<file path="src/rtl/sample_packer_pkg.sv">
// Shared types for the sample packer: the sample width, the sample type and
// the packing state encoding.
package sample_packer_pkg;

  localparam int SAMPLE_W = 4;

  typedef logic [SAMPLE_W-1:0] sample_t;

  typedef enum logic {
    PK_EMPTY,
    PK_FILLING
  } pack_state_t;

endpackage

</file>
<file path="src/rtl/sync_fifo.sv">
// Small synchronous FIFO with simultaneous push/pop support.
// A push while full is accepted only when a pop happens in the same cycle.
// Pointers carry one extra wrap bit so full and empty are distinguishable.
// The head output reads zero while the FIFO is empty.
module sync_fifo #(
  parameter int WIDTH = 16,
  parameter int DEPTH = 4
) (
  input  logic                   i_clk,
  input  logic                   i_rst,
  input  logic                   i_push,
  input  logic [WIDTH-1:0]       i_data,
  input  logic                   i_pop,
  output logic [WIDTH-1:0]       o_head,
  output logic                   o_full,
  output logic                   o_empty,
  output logic [$clog2(DEPTH):0] o_count
);

  localparam int AW = $clog2(DEPTH);
  localparam int CW = AW + 1;

  logic [CW-1:0]    wr_ptr;
  logic [CW-1:0]    rd_ptr;
  logic [CW-1:0]    count_n;
  logic [WIDTH-1:0] mem [DEPTH];
  logic             full_q;
  logic             empty_q;
  logic             pop_ok;
  logic             push_ok;

  assign o_count = wr_ptr - rd_ptr;
  assign pop_ok  = i_pop && !empty_q;
  assign push_ok = i_push && (!full_q || pop_ok);

  // Occupancy after this cycle's accepted push/pop, used for the flag registers
  always_comb begin
    count_n = o_count;
    case ({push_ok, pop_ok})
      2'b10:   count_n = o_count + CW'(1);
      2'b01:   count_n = o_count - CW'(1);
      default: count_n = o_count;
    endcase
  end

  // Pointer and flag registers
  always_ff @(posedge i_clk) begin
    if (!i_rst) begin
      wr_ptr  <= '0;
      rd_ptr  <= '0;
      full_q  <= 1'b0;
      empty_q <= 1'b1;
    end else begin
      if (push_ok) wr_ptr <= wr_ptr + CW'(1);
      if (pop_ok)  rd_ptr <= rd_ptr + CW'(1);
      full_q  <= (count_n == CW'(DEPTH));
      empty_q <= (count_n == '0);
    end
  end

  // Storage array; contents need no reset because empty gates the head
  always_ff @(posedge i_clk) begin
    if (push_ok) mem[wr_ptr[AW-1:0]] <= i_data;
  end

  assign o_head  = empty_q ? '0 : mem[rd_ptr[AW-1:0]];
  assign o_full  = full_q;
  assign o_empty = empty_q;

endmodule

</file>
<file path="src/rtl/sample_packer.sv">
// Packs 4-bit {a, b, c} samples LSB-first into words, queues them in a
// small FIFO and hands them out on a valid/ready interface. Words that
// arrive while the FIFO is full and not draining are counted as drops.
module sample_packer
  import sample_packer_pkg::*;
#(
  parameter int SAMPLES_PER_WORD = 4,
  parameter int FIFO_DEPTH       = 4,
  parameter int CNT_W            = 8
) (
  input  logic                                 i_clk,
  input  logic                                 i_rst,
  input  logic                                 i_en,
  input  logic                                 i_a,
  input  logic                                 i_b,
  input  logic [1:0]                           i_c,
  input  logic                                 i_flush,
  output logic                                 o_valid,
  input  logic                                 i_ready,
  output logic [SAMPLE_W*SAMPLES_PER_WORD-1:0] o_data,
  output logic                                 o_full,
  output logic                                 o_empty,
  output logic [CNT_W-1:0]                     o_drop_cnt
);

  localparam int DATA_W = SAMPLE_W * SAMPLES_PER_WORD;
  localparam int SLOT_W = $clog2(SAMPLES_PER_WORD);
  localparam int FCW    = $clog2(FIFO_DEPTH) + 1;
  localparam logic [SLOT_W-1:0] LAST_SLOT = SLOT_W'(SAMPLES_PER_WORD - 1);

  pack_state_t       state_q;
  pack_state_t       state_n;
  logic [SLOT_W-1:0] slot_q;
  logic [SLOT_W-1:0] slot_n;
  logic [DATA_W-1:0] pack_q;
  logic [DATA_W-1:0] pack_n;
  logic [DATA_W-1:0] with_nib;
  logic [DATA_W-1:0] word;
  logic              push;
  logic              pop;
  logic              drop;
  logic [FCW-1:0]    fifo_count;
  logic              fifo_full;
  logic              fifo_empty;
  sample_t           nibble;

  assign nibble = {i_a, i_b, i_c};

  // Pack register with the current sample merged into its slot when enabled
  always_comb begin
    with_nib = pack_q;
    if (i_en) begin
      for (int k = 0; k < SAMPLES_PER_WORD; k++) begin
        if (slot_q == SLOT_W'(k)) with_nib[k*SAMPLE_W +: SAMPLE_W] = nibble;
      end
    end
  end

  // Packing FSM: a completed word or a flush pushes and returns to EMPTY
  always_comb begin
    state_n = state_q;
    slot_n  = slot_q;
    pack_n  = pack_q;
    push    = 1'b0;
    word    = with_nib;
    if (i_en && slot_q == LAST_SLOT) begin
      push    = 1'b1;
      state_n = PK_EMPTY;
      slot_n  = '0;
      pack_n  = '0;
    end else if (i_flush && (state_q == PK_FILLING || i_en)) begin
      push    = 1'b1;
      state_n = PK_EMPTY;
      slot_n  = '0;
      pack_n  = '0;
    end else if (i_en) begin
      state_n = PK_FILLING;
      slot_n  = slot_q + SLOT_W'(1);
      pack_n  = with_nib;
    end
  end

  // Packing state, slot counter and pack register
  always_ff @(posedge i_clk) begin
    if (!i_rst) begin
      state_q <= PK_EMPTY;
      slot_q  <= '0;
      pack_q  <= '0;
    end else begin
      state_q <= state_n;
      slot_q  <= slot_n;
      pack_q  <= pack_n;
    end
  end

  assign pop  = o_valid && i_ready;
  assign drop = push && (fifo_count == FCW'(FIFO_DEPTH)) && !pop;

  // Saturating count of words lost to a full FIFO
  always_ff @(posedge i_clk) begin
    if (!i_rst) begin
      o_drop_cnt <= '0;
    end else if (drop && o_drop_cnt != {CNT_W{1'b1}}) begin
      o_drop_cnt <= o_drop_cnt + CNT_W'(1);
    end
  end

  sync_fifo #(
    .WIDTH (DATA_W),
    .DEPTH (FIFO_DEPTH)
  ) u_fifo (
    .i_clk   (i_clk),
    .i_rst   (i_rst),
    .i_push  (push),
    .i_data  (word),
    .i_pop   (pop),
    .o_head  (o_data),
    .o_full  (fifo_full),
    .o_empty (fifo_empty),
    .o_count (fifo_count)
  );

  assign o_valid = !fifo_empty;
  assign o_full  = fifo_full;
  assign o_empty = fifo_empty;

endmodule

</file>
<file path="config.mk">
export PLATFORM = sky130hd
export DESIGN_NAME = sample_packer
export DESIGN_NICKNAME = d
export VERILOG_FILES = /design/src/rtl/sample_packer_pkg.sv /design/src/rtl/sync_fifo.sv /design/src/rtl/sample_packer.sv
export SDC_FILE = /design/constraint.sdc
export NUM_CORES = 1
export LEC_CHECK = 0
export ABC_AREA = 1
export CAP_MARGIN = 10
export CORE_MARGIN = 4
export CORE_UTILIZATION = 52
export DETAILED_ROUTE_END_ITERATION = 12
export PLACE_DENSITY = 0.78
export SLEW_MARGIN = 20
export SYNTH_ARGS = -nofsm -noshare
export SYNTH_HDL_FRONTEND = slang
export SYNTH_SLANG_ARGS = --single-unit
</file>
<file path="constraint.sdc">
create_clock -name i_clk -period 2.5 [get_ports i_clk]
set_clock_uncertainty 0.15 [all_clocks]
set_input_delay 0.625 -clock i_clk [delete_from_list [all_inputs] [get_ports i_clk]]
set_output_delay 0.625 -clock i_clk [all_outputs]
set_load 0.005 [all_outputs]
</file>
Yosys cells after proc, flatten, opt, wreduce, memory -nomap -nowiden
Memories as Yosys holds them, arrays and structs flattened. A register that Yosys moved wholly into a read port is not among the register bits. Cells that the tools add are included.

Register bits after elaboration: 35. Bits in writable memories: 64. Input bits: 9. Output and inout port bits: 27. Word-level logic and storage cells: 54. Memories kept: 1.

Add/subtract/negate cells: 7. Eq/ne operators: 8. Multiplexer cells: 13. Bitwise logic cells: 1. Reduce and logical (&&, ||, !) cells: 16.

Memories: u_fifo.mem (words 4, width 16, read ports 1, clocked after Yosys merged registers in 1, write ports 1, RTL line sync_fifo.sv:26) `logic [WIDTH-1:0] mem [DEPTH];`.

Operators with widths (count): 16-bit 2-to-1 mux (2); 4-bit 2-to-1 mux (4); 3-bit by 1-bit adder with 3-bit output (second input constant) (3); 8-bit by 1-bit adder with 8-bit output (second input constant) (1); 1-bit logical AND (8); 8-bit inequality test (second input constant) (1); 2-bit equality test (second input constant) (3); 3-bit equality test (second input constant) (2); 3-bit case mux with 2 select lines (1); 2-bit by 1-bit equality test with 1-bit output (second input constant) (2); 1-bit 2-to-1 mux (4); 2-bit 2-to-1 mux (2); 1-bit zero test (3); 3-bit zero test (1); 3-bit OR reduction (1); 3-bit by 1-bit subtractor with 3-bit output (second input constant) (1); 3-bit subtractor (1); 2-bit by 1-bit adder with 2-bit output (second input constant) (1); 2-bit zero test (1); 1-bit logical OR (2); 1-bit NOT (1).

Longest topological paths before layout
Gate-level depths: netlist of the first run.

Word-level depth: 8. Gate-level depth with buffers: 15. Mapped depth without buffers: 14.

By module
From an unflattened synthesis of the first run, not the netlist that was laid out.

Cell total of the unflattened synthesis: 489. Area total of the unflattened synthesis: 4543.1 um^2.

By module, submodules not included: sync_fifo (times used 1, cells each 280, area each 3156.8 um^2, seq. area each 2122.0 um^2); sample_packer (times used 1, cells each 209, area each 1386.3 um^2, seq. area each 540.5 um^2).

Worst setup path after synthesis of the first run
OpenSTA, ideal clock, no wires.

Path type: input-to-reg. From: input i_en. To: register u_fifo.full_q, in the netlist u_fifo.o_full. Library setup time: 0.064 ns. Data arrival time: 2.300 ns. Required time: 2.286 ns. Path slack: -0.014 ns. Stages: 10. Buffers on the path: 1. Cells stage by stage: buf_6 > nand2_8 > a21oi_4 > nand2_4 > ha_1 > fa_1 > or2_2 > a22oi_1 > inv_1 > nor2_1.

Word-level cells in the longest chain between the ends: 8. Elaborated cells on any way between the ends: 10. Classes of those cells: 3 x eq/ne; 3 x mux; 4 x reduce/logical.

Ends and longest elaborated chain: start: declaration (RTL line sample_packer.sv:13) `input logic i_en,`; 1-bit logical OR (RTL line sample_packer.sv:71) `end else if (i_flush && (state_q == PK_FILLING || i_en)) begin`; 1-bit logical AND (RTL line sample_packer.sv:71); 1-bit 2-to-1 mux (RTL line sample_packer.sv:71); 1-bit 2-to-1 mux * (RTL line sample_packer.sv:66) `if (i_en && slot_q == LAST_SLOT) begin`; 1-bit logical AND * (RTL line sync_fifo.sv:34) `assign push_ok = i_push && (!full_q || pop_ok);`; 2-bit by 1-bit equality test with 1-bit output or 2-bit equality test (tied branches) (RTL line sync_fifo.sv:39) `case ({push_ok, pop_ok})`; 3-bit case mux with 2 select lines * (RTL line sync_fifo.sv:39); 3-bit equality test * (RTL line sync_fifo.sv:56) `full_q <= (count_n == CW'(DEPTH));`; end signal: assignment (RTL line sync_fifo.sv:56); end: declaration (RTL line sync_fifo.sv:27) `logic full_q;`.

Mark *: on every way between the ends. The rest lies on a longest branch, timed or not. A chain may end at the register's enable or synchronous reset.

==> results of run 1 <==
cells in the final DEF (no fill, tap or decap), drive strengths merged:
cell / instances
nand3: 12
dlymetal6s2s: 10
clkinv: 4
o21ai: 53
dfxtp: 37
nand3b: 1
dlygate4sd2: 5
fa: 2
nand4: 5
nor2: 105
a21oi: 30
or2: 2
clkbuf: 9
buf: 29
clkdlybuf4s50: 20
a22oi: 1
edfxtp: 64
o21a: 1
ha: 12
nand2: 72
nor3: 2
inv: 67
xor2: 2
logic make-up (layout without fill, tap and decap cells):
family / Yosys count / count (layout) / share of synthesized area [%]
AOI/OAI and AO/OA: 85 / 85 / 9.79
xor gates and xnor gates: 2 / 2 / 0.388
buffers and inverters: 80 / 144 / 7.24
DFF: 101 / 101 / 59.0
adders and majority gates: 14 / 14 / 4.22
and+or+nand+nor: 199 / 199 / 19.3
repair_timing:
item	4_1_cts	5_1_grt
resized for setup	16	18
pin swaps	8	5
buffers inserted	2	1
setup endpoints to repair	18	14
synthesized netlist by cell type:
master    count
a22oi_1       1
nand2_2       4
nor3_1        2
xor2_1        2
ha_1         12
nand3_1      11
buf_2         6
inv_2         4
a21oi_4       1
nand2_4       3
nor2_1      101
nor2_2        1
o21ai_0      43
buf_4         1
nand3_4       1
nand4_1       5
nand3b_1      1
nand2_8       1
nand2_1      64
o21ai_1      10
or2_2         2
nor2_4        3
clkbuf_1      7
clkinv_1      1
a21oi_1      29
edfxtp_1     64
inv_1        59
dfxtp_1      37
fa_1          2
buf_6         2
o21a_1        1
metal layers:
layer	part of all wire (%)	global-route usage (%)	vias to the layer above
met5	0	0	-
met4	1.7	7.57	0
met3	4.7	3.58	12
met2	50	31.8	71
met1	43	23.8	1506
li1	-	-	1680
sequential cells by signal, indices dropped and copies added (netlist names), named ones only:
register,count
u_fifo.mem,64
slot_q,2
u_fifo.o_empty,1
o_drop_cnt,8
state_q,1
u_fifo.wr_ptr,3
pack_q,16
u_fifo.rd_ptr,3
u_fifo.o_full,1
power groups by stage:
| stage | Combinational, W | Clock [W] | Sequential [W] |
|---|---|---|---|
| 2_1_floorplan | 0.000735 | 0 | 0.00195 |
| 3_3_place_gp | 0.00120 | 0 | 0.00198 |
| 3_5_place_dp | 0.00125 | 0 | 0.00198 |
| 4_1_cts | 0.00129 | 0.00105 | 0.00195 |
| 5_1_grt | 0.00144 | 0.00115 | 0.00196 |
| 6_report | 0.00129 | 0.00104 | 0.00195 |
stage by stage:
step	cell area [sq um]	setup TNS, ns
6_report	5460	-0.186
5_1_grt	5460	-0.422
4_1_cts	5400	-1.41
3_5_place_dp	5140	-1.66
3_3_place_gp	5140	-1.10
2_1_floorplan	4510	0
how the worst max path moves through the flow:
stage / to / slack [ns] / from / cells past startpoint
floorplan: u_fifo.o_full / 0.02 / i_en / 10
global placement: u_fifo.o_full / -0.45 / i_en / 11
detailed placement: u_fifo.o_full / -0.51 / i_en / 11
CTS: o_data[10] / -0.15 / flop / 6
global route: o_data[4] / -0.21 / flop / 5
finish: o_data[10] / -0.12 / flop / 6
critical path, delay by kind of cell, from the launching register on:
family / cells / cell delay, ns
flops: 1 / 0.41
simple gates: 2 / 0.15
compound gates: 2 / 0.25
buf+inv: 2 / 0.67
area by class of cell:
cell class,instances,share of cell area (%)
flip-flops and latches,101,48.9
multi-input cells,300,28.4
repair buffers,64,12.1
inverters,64,4.45
well taps,105,2.41
clock buffers,9,2.27
clock inverters,7,1.54
==> results.md, run 1 <==
* Overall Power at 0.00427 W
* Syn nets at ~500
* Crit path launch type: flop
* Ports at 36
* Worst IR drop on VDD at between 0.5 and 0.6 mV
* Die Footprint at around 0.01 sq mm
* Area occupied by multi-input gates at between 0.0015 and 0.002 sq mm
* Worst setup EP type: output port
* Routability Congestion at between 0.8 and 0.9
* # hold bufs at CTS at 0
* Crit path time final at 2.62 ns
* Max Root-Sink Buffers at 2
* Clock sinks at just over 100
* Yosys warning total at 0
* Cell area after synthesis at 0.00451 sq mm
* Post-DRT Antenna Nets at 0
* R2R Path End: u_fifo.o_full
* Num CTS Buffers at 9
* Register share of total power at between 40% and 50%
* Iteration-0 DRC Markers at 150
* First-pass DRT Iterations at 5
* Starting Density at between 50% and 60%
* Internal power at approximately 0.0029 W
* Initial antenna violation count at 0
* Critical-path cell list: buf_6, nor2_1, nor2_1, o21ai_0, a21oi_1, clkdlybuf4s50_1
* Depth of the worst hold-timing path at 2
* Final Util at between 60 and 70%
* Worst min path class: flop to flop
* Combinational share of power at a little under a third
* Sequential area share after synthesis at roughly 59%
* P per Cell Area at about 800 mW/mm^2
* Post-route insts no fill at between 600 and 700
* Die Span Y at between 100 and 150 um
* Clock Latency Late Sink at approximately 0.37 ns
* Setup ws final at -0.123 ns
* Layout cells sized above 1 at 13.2%
* Library cells used by synthesis at 31
* Filler cell count at roughly 650
* Core region area at 0.00834 sq mm
* RSZ-0062 raised after global routing: true
* Worst Max-Slew Pin Slew at 0.362 ns
* Final Hold Viols at 0
* Antenna cell count at 0
* WP data required at about 1.7 ns
* Failing checks: setup timing
* DP Wirelength at 6220 um
* # Max-Cap Violations at 0
* Part of the cycle the worst path needs at 105%
* Vias in the first global route at 3216
* Crit Path Max Fanout at 9
* GR Overflow Total at 0
* Mapped Cells at just under 500
* # rows at 33
* CTS Root Cell: clkbuf_8
* Max incr delay on CP at roughly 0.52 ns
* R2r startpoint: u_fifo.wr_ptr[0]
* Syn Area/Cell at ~9.4 sq um
* Pre-CTS WS at -0.513 ns
* Overall global routing resource usage at 18.8%
* Fin. max-slew vios at 0
* Synth top area share at 42.6%
* DP Cell Count at between 600 and 700
* Lkg Pwr at approximately 2.4 nW
* CP max-delay cell: clkdlybuf4s50_1
* Status: complete, but fails checks
* Maximum level of the CTS H-tree at 3
* Largest net degree at the start of global routing at 23
* Drt wl/cell at 13.7 um
* Final setup viols at 2
* Reg area at 0.00267 sq mm
* Post-layout net count at between 500 and 600
* Worst R2R Path Depth at 9
* R2R Setup Slk at roughly 0.13 ns
* CP Data Arrival Time at roughly 1.9 ns
* WHS Endpoint: o_drop_cnt[7]
* First-pass GRT wire length at about 15000 um
* DRC Markers at 0
* Dominant cells by area after synthesis: edfxtp_1 (43%), dfxtp_1 (16%), nor2_1 (8.4%), nand2_1 (5.3%), inv_1 (4.9%)
* Min Hold Slack at approximately 0.39 ns
* Chip width at slightly above 100 um
* DRT Wirelength at 8900 um
* #FFs+latches synth at 101
* Sw frac at about 33%
* Critical path class: flop to output port
* CTS tree: yes
* Min-delay src: o_drop_cnt[7]
* Via count at about 3300
* Slew headroom at 75.6%
* Drt via density at between 5 and 6
* Critical path's most frequent cell: nor2_1
* Port Buffers at 35
* Switching Power at 0.00139 W
* Area growth from synthesis to layout at 21.0%
* F_max at 381 MHz
* Clock share of power at 24.2%
* Clk slew on worst S/H paths at roughly 0.1 ns
* Yosys top cell by area: edfxtp_1
(Power assumes the default switching activity.)
==> inputs of run 2 (changes only) <==
Settings changed: CTS_CLUSTER_DIAMETER set to 80, REMOVE_ABC_BUFFERS set to 1.
==> run 2 against run 1 <==
Effect of this change:
- the run now ends clean
- clock power shrank 11%
- core utilization shrank 0.88 points
- hold slack lost 0.018 ns
- register-to-register slack lost 0.02 ns
- critical path depth grew 3
- largest cell class unchanged
- final cell count shrank 0.46%
- global-route usage grew 0.37 points
- largest power group unchanged
- sequential share of layout area grew 0.69 points
- first-iteration DRC count grew 64%
- combinational power is essentially flat
- non-clock buffer count shrank 3
==> results.md, run 2 (same netlist as run 1, synthesis figures left out) <==
* Ports at 36 (unchanged)
* Reg area at 0.00267 sq mm (about the same)
* Lkg Pwr at 2.27 nW (was 2.40 nW)
* M1 WL at 4100 um (was 3840 um)
* Die Footprint at 0.0102 sq mm (unchanged)
* Post-route cell area at 0.00539 sq mm (was 0.00546 sq mm)
* R2r startpoint: u_fifo.wr_ptr[0] (unchanged)
* Met2 wire length at 4670 um (was 4490 um)
* Pre-CTS WS at -0.525 ns (was -0.513 ns)
* Largest register FFs at 64 (unchanged)
* WP data required at 2.65 ns (was 1.73 ns)
* Antenna cell count at 0 (unchanged)
* Worst IR drop on VDD at 0.302 mV (was 0.512 mV)
* TNS Setup at 0 ns (was -0.186 ns)
* Fin. max-slew vios at 0 (unchanged)
* Clk slew on worst S/H paths at 0.09 ns (was 0.10 ns)
* Crit Path Max Fanout at 2 (was 9)
* Overall Power at 0.00416 W (was 0.00427 W)
* Clock sinks at 101 (unchanged)
* First-pass DRT Iterations at 5 (unchanged)
* Routed length on met3 at 422 um (was 416 um)
* Status: finished clean (was complete, but fails checks)
* Drt via density at 5.13 (was 5.03)
* Largest net degree at the start of global routing at 33 (was 23)
* Area growth from synthesis to layout at 19.4% (was 21.0%)
* Overall global routing resource usage at 19.2% (was 18.8%)
* Post-DRT Antenna Nets at 0 (unchanged)
* DRC Markers at 0 (unchanged)
* Layout cells sized above 1 at 13.7% (was 13.2%)
* Worst R2R Path Depth at 9 (unchanged)
* P per Cell Area at 772 mW/mm^2 (was 783 mW/mm^2)
* Final Hold Viols at 0 (unchanged)
* Part of the cycle the worst path needs at 96.5% (was 105%)
* Chip width at 101 um (unchanged)
* Port Buffers at 35 (unchanged)
* Most frequent cells in the layout: nor2_1 (99), nand2_1 (64), edfxtp_1 (64) (was nor2_1 (101), nand2_1 (64), edfxtp_1 (64))
* # rows at 33 (unchanged)
* Die Span Y at 101 um (unchanged)
* CP Data Arrival Time at 2.56 ns (was 1.85 ns)
* Crit path launch type: input port (was flop)
* Via count at 3320 (was 3269)
* F_max at 414 MHz (was 381 MHz)
* WHS Endpoint: o_drop_cnt[7] (unchanged)
* GR Overflow Total at 0 (unchanged)
* Setup ws final at 0.0865 ns (was -0.123 ns)
* CTS tree: yes (unchanged)
* Filler cell count at 644 (was 649)
* DRT Wirelength at 9310 um (was 8900 um)
* Depth of the worst hold-timing path at 2 (unchanged)
* Maximum level of the CTS H-tree at 3 (unchanged)
* Worst min path class: flop to flop (unchanged)
* Core region area at 0.00834 sq mm (unchanged)
* Critical-path cell list: clkdlybuf4s50_1, inv_1, nor2_1, ha_4, fa_2, or2_4, a22oi_2, inv_1, nor2_1 (was buf_6, nor2_1, nor2_1, o21ai_0, a21oi_1, clkdlybuf4s50_1)
* Combinational share of power at 30.9% (was 30.1%)
* Clock share of power at 22.3% (was 24.2%)
* Starting Density at 54.1% (unchanged)
* Switching Power at 0.00135 W (was 0.00139 W)
* Sw frac at 32.4% (was 32.6%)
* Commonest non-fill, non-tap cell in the layout: nor2_1 (unchanged)
* Register share of total power at 46.7% (was 45.7%)
* Min-delay src: o_drop_cnt[7] (unchanged)
* R2R Setup Slk at 0.11 ns (was 0.13 ns)
* Drt wl/cell at 14.4 um (was 13.7 um)
* Num CTS Buffers at 9 (unchanged)
* RSZ-0062 raised after global routing: true (unchanged)
* DP Wirelength at 6030 um (was 6220 um)
* Post-layout net count at 560 (was 563)
* Clock Latency Late Sink at 0.35 ns (was 0.37 ns)
* Iteration-0 DRC Markers at 246 (was 150)
* Initial antenna violation count at 0 (unchanged)
* Worst setup EP type: flop (was output port)
* Vias in the first global route at 3140 (was 3216)
* Internal power at 0.00281 W (was 0.00288 W)
* Max Used Layer: met4 (unchanged)
* Worst Max-Slew Pin Slew at 0.417 ns (was 0.362 ns)
* CTS Root Cell: clkbuf_8 (unchanged)
* Family with the most delay on the worst path: buffers and inverters (unchanged)
* Crit path time final at 2.41 ns (was 2.62 ns)
* Max Root-Sink Buffers at 2 (unchanged)
* First-pass GRT wire length at 15200 um (was 15000 um)
* Routability Congestion at 0.880 (was 0.833)
* Cell Area, Placed at 0.00513 sq mm (was 0.00514 sq mm)
* R2R Path End: u_fifo.o_full (unchanged)
* Final setup viols at 0 (was 2)
* CP max-delay cell: clkdlybuf4s50_1 (unchanged)
* Area occupied by multi-input gates at 0.00156 sq mm (was 0.00155 sq mm)
* Slew headroom at 71.9% (was 75.6%)
* Critical path class: input port to flop (was flop to output port)
* Buf/Inv on CP at 3 (was 2)
* # hold bufs at CTS at 0 (unchanged)
* Max incr delay on CP at 0.52 ns (about the same)
* # Max-Cap Violations at 0 (unchanged)
-- run 2: tightest hold or removal path: stages, from the launching register on --
cell     delay (ns)
dfxtp_1        0.35
nand2_1        0.07
a21oi_1        0.05
-- run 2: per-stage QoR --
step / hold WS (ns) / instances / util, %
3_3_place_gp: 0.351 / 627 / 61.6
5_1_grt: 0.411 / 647 / 64.6
2_1_floorplan: 0.337 / 465 / -
3_5_place_dp: 0.354 / 627 / 61.6
4_1_cts: 0.372 / 645 / 64.3
6_report: 0.369 / 647 / 64.6
-- run 2: worst max-delay path by stage --
stage	from	to	depth (start not counted)
after floorplan	i_flush	u_fifo.o_full	9
after global placement	i_en	u_fifo.o_full	11
after detailed placement	i_en	u_fifo.o_full	11
after CTS	flop	o_data[8]	5
after global routing	flop	o_data[0]	5
final	i_ready	u_fifo.o_full	9
-- run 2: per-layer routing --
metal,GRT usage (%),vias up
met1,25.5,1552
met5,0,-
met3,3.58,12
met4,6.44,0
li1,-,1674
met2,31.8,82
-- run 2: cell type report --
| type | count | share of cell area (%) |
|---|---|---|
| sequential | 101 | 49.6 |
| multi-input combinational | 300 | 29.0 |
| timing repair buffer | 61 | 11.3 |
| inverter | 64 | 4.46 |
| tap | 105 | 2.44 |
| clock buffer | 10 | 2.37 |
| clock inverter | 6 | 0.860 |
-- run 2: repair_timing --
item	in CTS	in global routing
cloned	1	0
setup buffers	1	2
endpoints found under the setup margin	18	8
pin swaps	9	10
gates resized for setup	24	14
hold endpoints to repair	0	0
-- run 2: power groups by stage --
stage	logic [W]	clock network, W	registers, W
finish	0.00129	0.000929	0.00194
global route	0.00144	0.00101	0.00195
CTS	0.00128	0.000942	0.00194
detailed placement	0.00126	0	0.00197
global placement	0.00123	0	0.00196
floorplan	0.000612	0	0.00202
